File: config.mk
export PLATFORM = sky130hd
export DESIGN_NAME = read_master_port
export DESIGN_NICKNAME = d
export VERILOG_FILES = /design/src/rtl/read_master_port.sv
export SDC_FILE = /design/constraint.sdc
export NUM_CORES = 1
export LEC_CHECK = 0
export ABC_AREA = 1
export CORE_MARGIN = 1
export CORE_UTILIZATION = 50
export CTS_BUF_LIST = sky130_fd_sc_hd__clkbuf_4 sky130_fd_sc_hd__clkbuf_8
export CTS_CLUSTER_SIZE = 12
export DETAILED_ROUTE_END_ITERATION = 8
export GPL_ROUTABILITY_DRIVEN = 0
export PLACE_DENSITY = 0.92
export SLEW_MARGIN = 20
export SYNTH_ARGS = -nofsm -noshare
export SYNTH_HDL_FRONTEND = slang
export SYNTH_SLANG_ARGS = --single-unit
File: constraint.sdc
create_clock -name clk -period 2.3 [get_ports clk]
set_input_delay 0.575 -clock clk [delete_from_list [all_inputs] [get_ports clk]]
set_output_delay 0.575 -clock clk [all_outputs]
set_load 0.01 [all_outputs]
File: src/rtl/read_master_port.sv
// Per-master read front end: allocates a transaction slot for each AR request,
// forwards the request to the arbiter and interconnect, and returns R beats through a 2-entry skid buffer.
module read_master_port #(
    parameter int M                     = 2,
    parameter int NUM_OUTSTANDING_TRANS = 2,
    parameter int MASTER_ID             = 0,
    parameter int ADDR_WIDTH            = 32,
    parameter int DATA_WIDTH            = 32,
    localparam int MID_W = $clog2(M),
    localparam int TID_W = $clog2(NUM_OUTSTANDING_TRANS),
    localparam int ID_W  = MID_W + TID_W,
    localparam int CNT_W = $clog2(NUM_OUTSTANDING_TRANS + 1)
) (
    input  logic                  clk,
    input  logic                  clr,
    input  logic                  s_arvalid,
    output logic                  s_arready,
    input  logic [ADDR_WIDTH-1:0] s_araddr,
    input  logic [7:0]            s_arlen,
    output logic                  AR_request,
    output logic [ADDR_WIDTH-1:0] AR_addr,
    output logic [TID_W-1:0]      AR_id,
    input  logic                  AR_grant,
    output logic                  m_arvalid,
    input  logic                  m_arready,
    output logic [ADDR_WIDTH-1:0] m_araddr,
    output logic [7:0]            m_arlen,
    output logic [ID_W-1:0]       m_arid,
    input  logic                  m_rvalid,
    output logic                  m_rready,
    input  logic [DATA_WIDTH-1:0] m_rdata,
    input  logic [1:0]            m_rresp,
    input  logic                  m_rlast,
    input  logic [ID_W-1:0]       m_rid,
    output logic                  s_rvalid,
    input  logic                  s_rready,
    output logic [DATA_WIDTH-1:0] s_rdata,
    output logic [1:0]            s_rresp,
    output logic                  s_rlast,
    output logic [CNT_W-1:0]      outstanding,
    output logic                  rid_err
);

    localparam int N     = NUM_OUTSTANDING_TRANS;
    localparam int BUF_W = DATA_WIDTH + 2 + 1 + ID_W;
    localparam logic [MID_W-1:0] MID = MID_W'(MASTER_ID);

    typedef enum logic {AR_IDLE, AR_REQ} ar_state_t;

    ar_state_t             ar_state, ar_state_nxt;
    logic                  run;
    logic [N-1:0]          busy, busy_nxt;
    logic [TID_W-1:0]      free_slot;
    logic                  any_free;
    logic [ADDR_WIDTH-1:0] addr_q;
    logic [7:0]            len_q;
    logic [ID_W-1:0]       arid_q;
    logic                  ar_accept;

    logic [BUF_W-1:0]      buf_mem [2];
    logic                  wr_ptr, rd_ptr;
    logic [1:0]            count, count_nxt;
    logic                  r_push, r_pop;
    logic [BUF_W-1:0]      head;
    logic [ID_W-1:0]       head_rid;
    logic                  rid_bad;

    // Every channel transfers on a cycle where valid and ready are both high;
    // valid never waits on ready, and payload is held while valid is high.

    always_comb begin
        free_slot = '0;
        any_free  = 1'b0;
        for (int i = N - 1; i >= 0; i--) begin
            if (!busy[i]) begin
                free_slot = TID_W'(i);
                any_free  = 1'b1;
            end
        end
    end

    always_comb begin
        outstanding = '0;
        for (int i = 0; i < N; i++) begin
            outstanding = outstanding + CNT_W'(busy[i]);
        end
    end

    always_comb begin
        ar_state_nxt = ar_state;
        s_arready    = 1'b0;
        AR_request   = 1'b0;
        m_arvalid    = 1'b0;
        case (ar_state)
            AR_IDLE: begin
                s_arready = run && any_free;
                if (s_arvalid && s_arready) ar_state_nxt = AR_REQ;
            end
            AR_REQ: begin
                AR_request = 1'b1;
                m_arvalid  = AR_grant;
                if (m_arvalid && m_arready) ar_state_nxt = AR_IDLE;
            end
        endcase
    end

    assign ar_accept = s_arvalid && s_arready;
    assign AR_addr   = addr_q;
    assign AR_id     = arid_q[TID_W-1:0];
    assign m_araddr  = addr_q;
    assign m_arlen   = len_q;
    assign m_arid    = arid_q;

    assign r_push    = m_rvalid && m_rready;
    assign r_pop     = s_rvalid && s_rready;
    assign s_rvalid  = (count != 2'd0);
    assign head      = buf_mem[rd_ptr];
    assign {s_rdata, s_rresp, s_rlast, head_rid} = head;
    assign count_nxt = count + 2'(r_push) - 2'(r_pop);
    assign rid_bad   = (m_rid[ID_W-1:TID_W] != MID) || !busy[m_rid[TID_W-1:0]];

    // Free on the delivered last beat and allocate on accept; they never hit the same slot.
    always_comb begin
        busy_nxt = busy;
        if (r_pop && s_rlast) busy_nxt[head_rid[TID_W-1:0]] = 1'b0;
        if (ar_accept) busy_nxt[free_slot] = 1'b1;
    end

    always_ff @(posedge clk or negedge clr) begin
        if (!clr) begin
            ar_state <= AR_IDLE;
            run      <= 1'b0;
            busy     <= '0;
            addr_q   <= '0;
            len_q    <= '0;
            arid_q   <= '0;
        end else begin
            ar_state <= ar_state_nxt;
            run      <= 1'b1;
            busy     <= busy_nxt;
            if (ar_accept) begin
                addr_q <= s_araddr;
                len_q  <= s_arlen;
                arid_q <= {MID, free_slot};
            end
        end
    end

    always_ff @(posedge clk or negedge clr) begin
        if (!clr) begin
            buf_mem[0] <= '0;
            buf_mem[1] <= '0;
            wr_ptr     <= 1'b0;
            rd_ptr     <= 1'b0;
            count      <= 2'd0;
            m_rready   <= 1'b0;
            rid_err    <= 1'b0;
        end else begin
            if (r_push) begin
                buf_mem[wr_ptr] <= {m_rdata, m_rresp, m_rlast, m_rid};
                wr_ptr          <= ~wr_ptr;
            end
            if (r_pop) rd_ptr <= ~rd_ptr;
            count    <= count_nxt;
            m_rready <= (count_nxt != 2'd2);
            if (r_push && rid_bad) rid_err <= 1'b1;
        end
    end

endmodule

---- After elaboration in Yosys (flattened, before gate mapping) ----
Cells that the tools add are included.
storage, ports and cells
  flip-flop bits (word level) ............. 125
  bits of input ports ..................... 84
  logic and storage cells ................. 70
operators by class
  $add $sub $neg .......................... 3
  order comparisons ....................... 8
  equality and inequality tests ........... 1
  muxes and demuxes ....................... 23
  bitwise operators ....................... 8
  reduce and logical (&&, ||, !) cells .... 14
operator list
  cell                  count
  $mux W37              4
  $bwmux W74            1
  $demux W37 S1         1
  $mux W1               12
  $logic_and A1 B1 Y1   11
  $lt A1 B2 Y1 const B  3
  $ge A2 B2 Y1 const B  2
  $mux W2               2
  $not A1 Y2            2
  $not A1 Y1            3
  $add A1 B1 Y2         1
  $add A2 B1 Y2         1
  $and A2 B2 Y2         1
  $demux W1 S1          2
  $ge A1 B1 Y1 const B  2
  $lt A2 B1 Y1 const B  1
  $ne A2 B2 Y1 const B  1
  $not A2 Y2            1
  $or A2 B2 Y2          1
  $pmux W1 S2           1
  $reduce_bool A2 Y1    1
  $sub A2 B1 Y2         1
  $logic_not A1 Y1      1
  $logic_or A1 B1 Y1    1

---- Logic depth before layout (Yosys ltp) ----
Gate-level depths: netlist (run 1).
  depth after elaboration ................. 13
  gate-level depth with buffers ........... 8
  gate-level depth less buffers ........... 8

---- Least setup slack after synthesis (run 1) ----
OpenSTA, ideal clock, no wires.
  path type ............................... in2reg
  start ................................... input s_rready
  end ..................................... register count[1]
  setup time .............................. 0.119 ns
  arrival ................................. 1.622 ns
  path slack .............................. 0.559 ns
  stages on the path ...................... 8
  path buffers ............................ 0
  cells stage by stage .................... inv_1 -> nor2_1 -> ha_1 -> inv_1 -> ha_1 -> xor2_1 -> nand2_1 -> and2_1
between the ends
  longest elaborated chain between the ends .. 2
ends and longest elaborated chain
  what                  line  source
  from (decl)           36    input logic s_rready,
  $logic_and A1 B1 Y1   115   assign r_pop = s_rvalid && s_rready;
  net r_pop             63    logic r_push, r_pop;
  $sub A2 B1 Y2         119   assign count_nxt = count + 2'(r_push) - 2'(r_pop);
  net count_nxt[1]      62    logic [1:0] count, count_nxt;
  to (signal assigned)  164   count <= count_nxt;
  to (decl)             62
The timed path passes the listed nets, and every way through them passes these cells.
A chain may end at the register's enable or synchronous reset.

---- Final worst setup path (run 1) ----
  start ................................... register rd_ptr
  end ..................................... output s_rdata[18]
between the ends
  longest elaborated chain between the ends .. 4
ends and longest elaborated chain
  what                                         line  source
  from (decl)                                  61    logic wr_ptr, rd_ptr;
  from (signal assigned)                       163   if (r_pop) rd_ptr <= ~rd_ptr;
  $not A1 Y2 (not written as such)             117   assign head = buf_mem[rd_ptr];
  $mux W37 (not written as such) (3 in a row)  117
  to (decl)                                    37    output logic [DATA_WIDTH-1:0] s_rdata,
No other way between the ends. The select of a mux whose other input is x is not followed.

==> Implementation_results.wiki, run 1 <==
{| class="wikitable"
! Metric !! Value
|-
| Share of the clock period used by the worst path after layout || 97.1%
|-
| Effective utilization at floorplan || 51.6%
|-
| Final Critical Period || 2.23 ns
|-
| Max-slew headroom || 34.3%
|-
| Launching point of the worst reg2reg path || m_rready
|-
| First DRT Iteration DRCs || 234
|-
| Number of global-route vias before repair || 4291
|-
| Required time at the endpoint of the critical path || 1.73 ns
|-
| Number of CTS-inserted buffers || 17
|-
| TritonCTS clock tree || built
|-
| Fraction of the yosys area taken by sequential cells || 54.5%
|-
| Number of primary I/O pins || 202
|-
| Accumulated negative setup slack || 0 ns
|-
| Total nets after synthesis || 742
|-
| GRT Overall Usage || 23.0%
|-
| Number of max-cap violations || 0
|-
| Hold violation count in the final report || 0
|-
| Die Height || 108 microns
|-
| Pin count of the biggest net entering global routing || 74
|-
| Power Density || 1400 nW/um^2
|-
| Capturing element type of the critical path || output pin
|-
| Number of antenna diodes || 0
|-
| Depth of the most critical reg-to-reg path || 4
|-
| Final-stage net count || 914
|-
| Number of library cell types mapped by synthesis || 23
|-
| Floorplan die width || 108 microns
|-
| Vias || 4584
|-
| CTS root buffer || sky130_fd_sc_hd__clkbuf_8
|-
| Arrival time of data at the critical path endpoint || 1.66 ns
|-
| Outcome || completed
|-
| Total wirelength of the detailed-routed design || 13100 microns
|-
| Port-buffer cells || 200
|-
| Worst skew pair latency || 0.42 ns
|-
| Minimum setup slack among reg-to-reg paths || 0.62 ns
|-
| Worst slack on hold paths || 0.136 ns
|-
| Static leakage || 4.18 nW
|-
| Share of final-layout standard cells stronger than drive strength 1 || 11.2%
|-
| Top fanout value on the critical path || 19
|-
| Number of levels in the clock H-tree || 4
|-
| Layout Area Growth over Synthesis || 43.0%
|-
| Transition time at the pin with the least slew margin || 0.985 ns
|-
| Hold-fix buffers at CTS || 0
|-
| Total count of max-transition violations in the final report || 0
|-
| Max clock buf depth || 2
|-
| FILL cells || 842
|-
| Largest voltage drop on the vdd net || 864 uV
|-
| Crit path launch type || flop
|-
| Total of warnings raised by yosys || 0
|-
| Area inside the core boundary || 10900 sq um
|-
| Destination of the worst register-to-register timing path || buf_mem[47]
|-
| Total die area || 11700 sq um
|-
| Clk pin slew, worst setup/hold paths || 0.07 ns
|-
| Wire length per cell || 13.4 microns
|-
| Antenna viol nets, final || 0
|-
| Antenna violations before repair || 1
|-
| Cell Rows || 38
|-
| Residual overflow from global routing || 0
|-
| Beginning of the critical path || rd_ptr
|-
| Post-synth design cell area || 5640 sq um
|-
| Global-route wire length before repair || 20700 microns
|-
| Number of remaining DRC errors || 0
|-
| Achievable Freq || 448 MHz
|-
| Unrepaired setup endpoints after global routing || no
|-
| HPWL Detailed || 9160 microns
|-
| Setup Viol. Count Final || 0
|-
| Number of sinks on the clock net || 123
|-
| Capturing instance or port of the critical path || s_rdata[18]
|-
| Flip-flop and latch count after synthesis || 123
|-
| Worst Clk Skew || 0.0161 ns
|-
| Instance count of the mapped netlist || 653
|-
| Average vias per placed instance || 4.69
|-
| Critical path start-end classification || flop to output pin
|-
| Number of detailed-routing iterations run before antenna repair || 5
|-
| Mean area per synthesized cell || 8.64 sq um
|-
| Hold WC Path Type || input port to async pin
|}
report_power, final:
group	total (W)	leakage (nW)	internal (W)	switching (W)
registers	0.00384	1.52	0.00317	0.000671
logic	0.00530	2.43	0.00276	0.00254
clock network	0.00219	0.230	0.00136	0.000835
total	0.0113	4.18	0.00729	0.00404
flip-flops by register name, summed over array words and instances, names as in the netlist, 2 cells and up:
signal	cells
AR_addr	32
buf_mem	72
busy	2
count	2
m_arlen	8
kinds of logic (layout without fill, tap and decap cells):
group	after synthesis	count (layout)	synth area share, %
XOR/XNOR	3	3	0.466
other	2	2	0.133
buffers and inverters	153	338	14.0
AO/OA/AOI/OAI	114	114	12.5
adder cells (fa/ha/maj)	5	5	1.11
AND/OR/NAND/NOR	253	253	17.3
flip-flops	123	123	54.5
layout by cell type (no fill, tap or decap), drive strengths merged, types with 2 or more instances in the layout:
cell type,count
ha,5
conb,2
or2,2
nand2,241
clkinv,4
clkinvlp,2
nand3,4
dfrtp,123
clkdlybuf4s50,161
dlygate4sd2,33
o21ai,114
buf,17
bufbuf,2
clkbuf,21
xor2,2
nor2,3
bufinv,5
inv,88
clkdlybuf4s15,4
worst max-delay path: stages, from the launching register on:
cell	delay [ns]
sky130_fd_sc_hd__dfrtp_2	0.42
sky130_fd_sc_hd__buf_4	0.15
sky130_fd_sc_hd__bufbuf_16	0.29
sky130_fd_sc_hd__nand2_1	0.06
sky130_fd_sc_hd__nand2_1	0.06
sky130_fd_sc_hd__dlygate4sd2_1	0.28
layer usage:
layer,track usage (%),vias to the layer above,wire length (microns)
met3,5.12,15,520
met2,39.9,111,6770
met4,6.26,2,138
met1,28.9,2166,5650
li1,-,2290,-
met5,0,-,13
final cells by class:
cell class	instances	area (sq um)	area share [%]
timing repair buffer	218	2230	27.7
tap	140	175	2.17
multi-input combinational	377	1780	22.1
sequential	123	3080	38.2
clock inverter	11	193	2.39
inverter	88	333	4.13
clock buffer	21	270	3.35
cells in the mapped netlist:
master | number | area [sq um]
sky130_fd_sc_hd__or2_1 | 1 | 6.26
sky130_fd_sc_hd__nor3b_1 | 1 | 7.51
sky130_fd_sc_hd__buf_6 | 9 | 101
sky130_fd_sc_hd__clkbuf_2 | 3 | 15.0
sky130_fd_sc_hd__o21ai_0 | 78 | 390
sky130_fd_sc_hd__buf_2 | 12 | 60.1
sky130_fd_sc_hd__dfrtp_1 | 123 | 3080
sky130_fd_sc_hd__nand3_1 | 4 | 20.0
sky130_fd_sc_hd__buf_4 | 34 | 255
sky130_fd_sc_hd__ha_1 | 5 | 62.6
sky130_fd_sc_hd__nand3b_1 | 1 | 7.51
sky130_fd_sc_hd__xnor2_1 | 1 | 8.76
sky130_fd_sc_hd__nand2_2 | 2 | 12.5
sky130_fd_sc_hd__inv_2 | 1 | 3.75
sky130_fd_sc_hd__or2_2 | 1 | 6.26
sky130_fd_sc_hd__nand2_1 | 239 | 897
sky130_fd_sc_hd__xor2_1 | 2 | 17.5
sky130_fd_sc_hd__o21ai_2 | 36 | 315
sky130_fd_sc_hd__nor2_1 | 3 | 11.3
sky130_fd_sc_hd__conb_1 | 2 | 7.51
sky130_fd_sc_hd__clkbuf_1 | 7 | 26.3
sky130_fd_sc_hd__and2_1 | 1 | 6.26
sky130_fd_sc_hd__inv_1 | 87 | 327
stage by stage:
stage	power (W)	worst slack, ns	utilization [%]	cell area, sq um	instances
2_1_floorplan	0.00669	0.559	-	5640	653
3_3_place_gp	0.00906	0.0470	68.7	7510	937
3_5_place_dp	0.00924	0.0302	68.7	7510	937
4_1_cts	0.0114	0.0507	73.7	8060	978
5_1_grt	0.0122	0.00244	73.8	8070	978
6_report	0.0113	0.0670	73.8	8070	978
timing repair:
action                     CTS  global route
setup endpoints to repair   36             5
gates cloned                 2             0
setup buffers                7             0
resized for setup           39             5
worst min path at each step:
stage,startpoint,end,slack [ns],cells after the start
after floorplan,clr,AR_addr[0],0.28,0
after global placement,rid_err,rid_err,0.46,2
after detailed placement,rid_err,rid_err,0.46,2
after CTS,clr,buf_mem[67],0.14,1
after global routing,clr,buf_mem[67],0.14,1
final,clr,buf_mem[67],0.14,1
(Power assumes the default switching activity.)
==> run 2: changes to the inputs <==
--- a/config.mk
+++ b/config.mk
@@ -6,6 +6,7 @@
 export NUM_CORES = 1
 export LEC_CHECK = 0
 export ABC_AREA = 1
+export CORE_ASPECT_RATIO = 1.25
 export CORE_MARGIN = 1
 export CORE_UTILIZATION = 50
 export CTS_BUF_LIST = sky130_fd_sc_hd__clkbuf_4 sky130_fd_sc_hd__clkbuf_8
==> run 2 against run 1 <==
Clock power down 8%. Hold slack worse by 0.017 ns. Cell count down 0.61%. Maximum frequency down 1.2%. Register-to-register slack better by 0.04 ns. Final area down 0.95%. Clock skew up 0.0041 ns. Combinational power down 0.9%. Critical path depth down 2.
==> Implementation_results.wiki, run 2 (synthesized netlist as in run 1, its figures left out) <==
{| class="wikitable"
! Metric !! Value
|-
| Unrepaired setup endpoints after global routing || no (unchanged)
|-
| Number of CTS-inserted buffers || 17 (unchanged)
|-
| HPWL Detailed || 9590 microns (was 9160 microns)
|-
| Effective utilization at floorplan || 51.2% (was 51.6%)
|-
| Destination of the worst register-to-register timing path || count[1] (was buf_mem[47])
|-
| Hold-fix buffers at CTS || 0 (unchanged)
|-
| Pin count of the biggest net entering global routing || 73 (was 74)
|-
| Antenna violations before repair || 0 (was 1)
|-
| Arrival time of data at the critical path endpoint || 1.69 ns (was 1.66 ns)
|-
| Cell Rows || 43 (was 38)
|-
| Hold violation count in the final report || 0 (unchanged)
|-
| Residual overflow from global routing || 0 (unchanged)
|-
| Power Density || 1390 nW/um^2 (was 1400 nW/um^2)
|-
| Average vias per placed instance || 4.84 (was 4.69)
|-
| Final cell area excluding filler cells || 7990 sq um (was 8070 sq um)
|-
| Max-slew headroom || 62.8% (was 34.3%)
|-
| Accumulated negative setup slack || 0 ns (unchanged)
|-
| Share of final-layout standard cells stronger than drive strength 1 || 11.2% (about the same)
|-
| Final Critical Period || 2.26 ns (was 2.23 ns)
|-
| Area inside the core boundary || 11000 sq um (was 10900 sq um)
|-
| Launching point of the worst reg2reg path || count[1] (was m_rready)
|-
| Vias || 4704 (was 4584)
|-
| Total count of max-transition violations in the final report || 0 (unchanged)
|-
| Number of global-route vias before repair || 4630 (was 4291)
|-
| Met2 demand-to-capacity share in global routing || 41.2% (was 39.9%)
|-
| Largest register by flop count || buf_mem (unchanged)
|-
| Critical-path cell list || ha_1 -> nor3b_2 -> clkdlybuf4s15_1 (was buf_4 -> bufbuf_16 -> nand2_1 -> nand2_1 -> dlygate4sd2_1)
|-
| Capturing element type of the critical path || output pin (unchanged)
|-
| Static leakage || 4.20 nW (was 4.18 nW)
|-
| Required time at the endpoint of the critical path || 1.73 ns (about the same)
|-
| Wire length per cell || 14.2 microns (was 13.4 microns)
|-
| Antenna viol nets, final || 0 (unchanged)
|-
| Met1 Resource Use GR || 28.8% (was 28.9%)
|-
| Final-stage net count || 913 (was 914)
|-
| Number of sinks on the clock net || 123 (unchanged)
|-
| Share of the clock period used by the worst path after layout || 98.3% (was 97.1%)
|-
| Instance area after placement || 7530 sq um (was 7510 sq um)
|-
| Outcome || completed (unchanged)
|-
| Most frequent cells in the layout || sky130_fd_sc_hd__nand2_1, sky130_fd_sc_hd__clkdlybuf4s50_1, sky130_fd_sc_hd__dfrtp_1 (unchanged)
|-
| Floorplan die width || 97.0 microns (was 108 microns)
|-
| CTS root buffer || sky130_fd_sc_hd__clkbuf_8 (unchanged)
|-
| Setup Viol. Count Final || 0 (unchanged)
|-
| Critical path start-end classification || flop to output pin (unchanged)
|-
| Capturing instance or port of the critical path || s_arready (was s_rdata[18])
|-
| Number of levels in the clock H-tree || 4 (unchanged)
|-
| Largest voltage drop on the vdd net || 782 uV (was 864 uV)
|-
| Crit path launch type || flop (unchanged)
|-
| Depth of the most critical reg-to-reg path || 8 (was 4)
|-
| TritonCTS clock tree || built (unchanged)
|-
| Achievable Freq || 442 MHz (was 448 MHz)
|-
| Number of antenna diodes || 0 (unchanged)
|-
| Beginning of the critical path || busy[0] (was rd_ptr)
|-
| Die Height || 121 microns (was 108 microns)
|-
| Total wirelength of the detailed-routed design || 13800 microns (was 13100 microns)
|-
| Worst skew pair latency || 0.43 ns (was 0.42 ns)
|-
| Number of remaining DRC errors || 0 (unchanged)
|-
| Minimum setup slack among reg-to-reg paths || 0.66 ns (was 0.62 ns)
|-
| Global-route wire length before repair || 22000 microns (was 20700 microns)
|-
| Clk pin slew, worst setup/hold paths || 0.07 ns (about the same)
|-
| Number of primary I/O pins || 202 (unchanged)
|-
| First DRT Iteration DRCs || 254 (was 234)
|-
| Number of detailed-routing iterations run before antenna repair || 4 (was 5)
|-
| Transition time at the pin with the least slew margin || 0.558 ns (was 0.985 ns)
|-
| GRT Overall Usage || 24.1% (was 23.0%)
|-
| Worst Clk Skew || 0.0202 ns (was 0.0161 ns)
|-
| Total die area || 11700 sq um (about the same)
|-
| GR Util met3 || 5.72% (was 5.12%)
|-
| Top Usage Layer GRT || met2 (unchanged)
|-
| Top fanout value on the critical path || 4 (was 19)
|-
| Hold WC Path Type || input port to async pin (unchanged)
|-
| Max clock buf depth || 2 (unchanged)
|-
| Port-buffer cells || 200 (unchanged)
|-
| Number of max-cap violations || 0 (unchanged)
|-
| Max FFs per register || 72 (unchanged)
|-
| Most common cell after layout, fill and taps aside || sky130_fd_sc_hd__nand2_1 (unchanged)
|-
| Critical-path top delay cell || sky130_fd_sc_hd__dfrtp_1 (was sky130_fd_sc_hd__dfrtp_2)
|-
| Largest incremental delay on the critical path || 0.42 ns (about the same)
|-
| Layout Area Growth over Synthesis || 41.6% (was 43.0%)
|}
## run 2: critical path: cells and delay by family, from the launching register on
family	cells	cell delay, ns
fa+ha+maj	1	0.25
flops	1	0.42
buf+inv	1	0.32
simple gates	1	0.27
## run 2: timing repair
item                                    CTS  global route
resized for setup                        36             9
endpoints found under the setup margin   37             6
buffers inserted                          2             1
gates cloned                              0             1
hold endpoints to repair                  0             0
## run 2: metrics by stage
step	hold slack [ns]	std cells	total power [W]	setup slack (ns)	utilization (%)
after global placement	0.456	936	0.00910	0.0236	68.3
after global routing	0.143	972	0.0119	0.00959	72.5
final	0.119	972	0.0111	0.0398	72.5
after CTS	0.121	970	0.0111	-0.103	71.9
after detailed placement	0.467	936	0.00931	0.0367	68.3
after floorplan	0.279	653	0.00669	0.559	-
## run 2: metal layers
layer,up-vias,part of all wire (%)
li1,2292,-
met1,2253,41
met2,133,53
met3,26,3.8
met4,0,2.6
met5,-,0
## run 2: report_power, final
group          internal, W  leakage (nW)  switching, W
registers          0.00317          1.52      0.000687
logic              0.00266          2.46       0.00259
clock network      0.00120         0.224      0.000808
total              0.00703          4.20       0.00408
## run 2: worst min path at each step
stage,end
3_3_place_gp,rid_err
2_1_floorplan,AR_addr[0]
4_1_cts,AR_addr[25]
3_5_place_dp,rid_err
5_1_grt,AR_addr[25]
6_report,AR_addr[25]
## run 2: final cells by class
| cell class | count | area, sq um |
|---|---|---|
| Multi-Input combinational cell | 377 | 1790 |
| Tap cell | 135 | 169 |
| Fill cell | 776 | 3040 |
| Inverter | 88 | 330 |
| Timing Repair Buffer | 217 | 2200 |
| Clock buffer | 24 | 305 |
| Clock inverter | 8 | 115 |
| Sequential cell | 123 | 3080 |
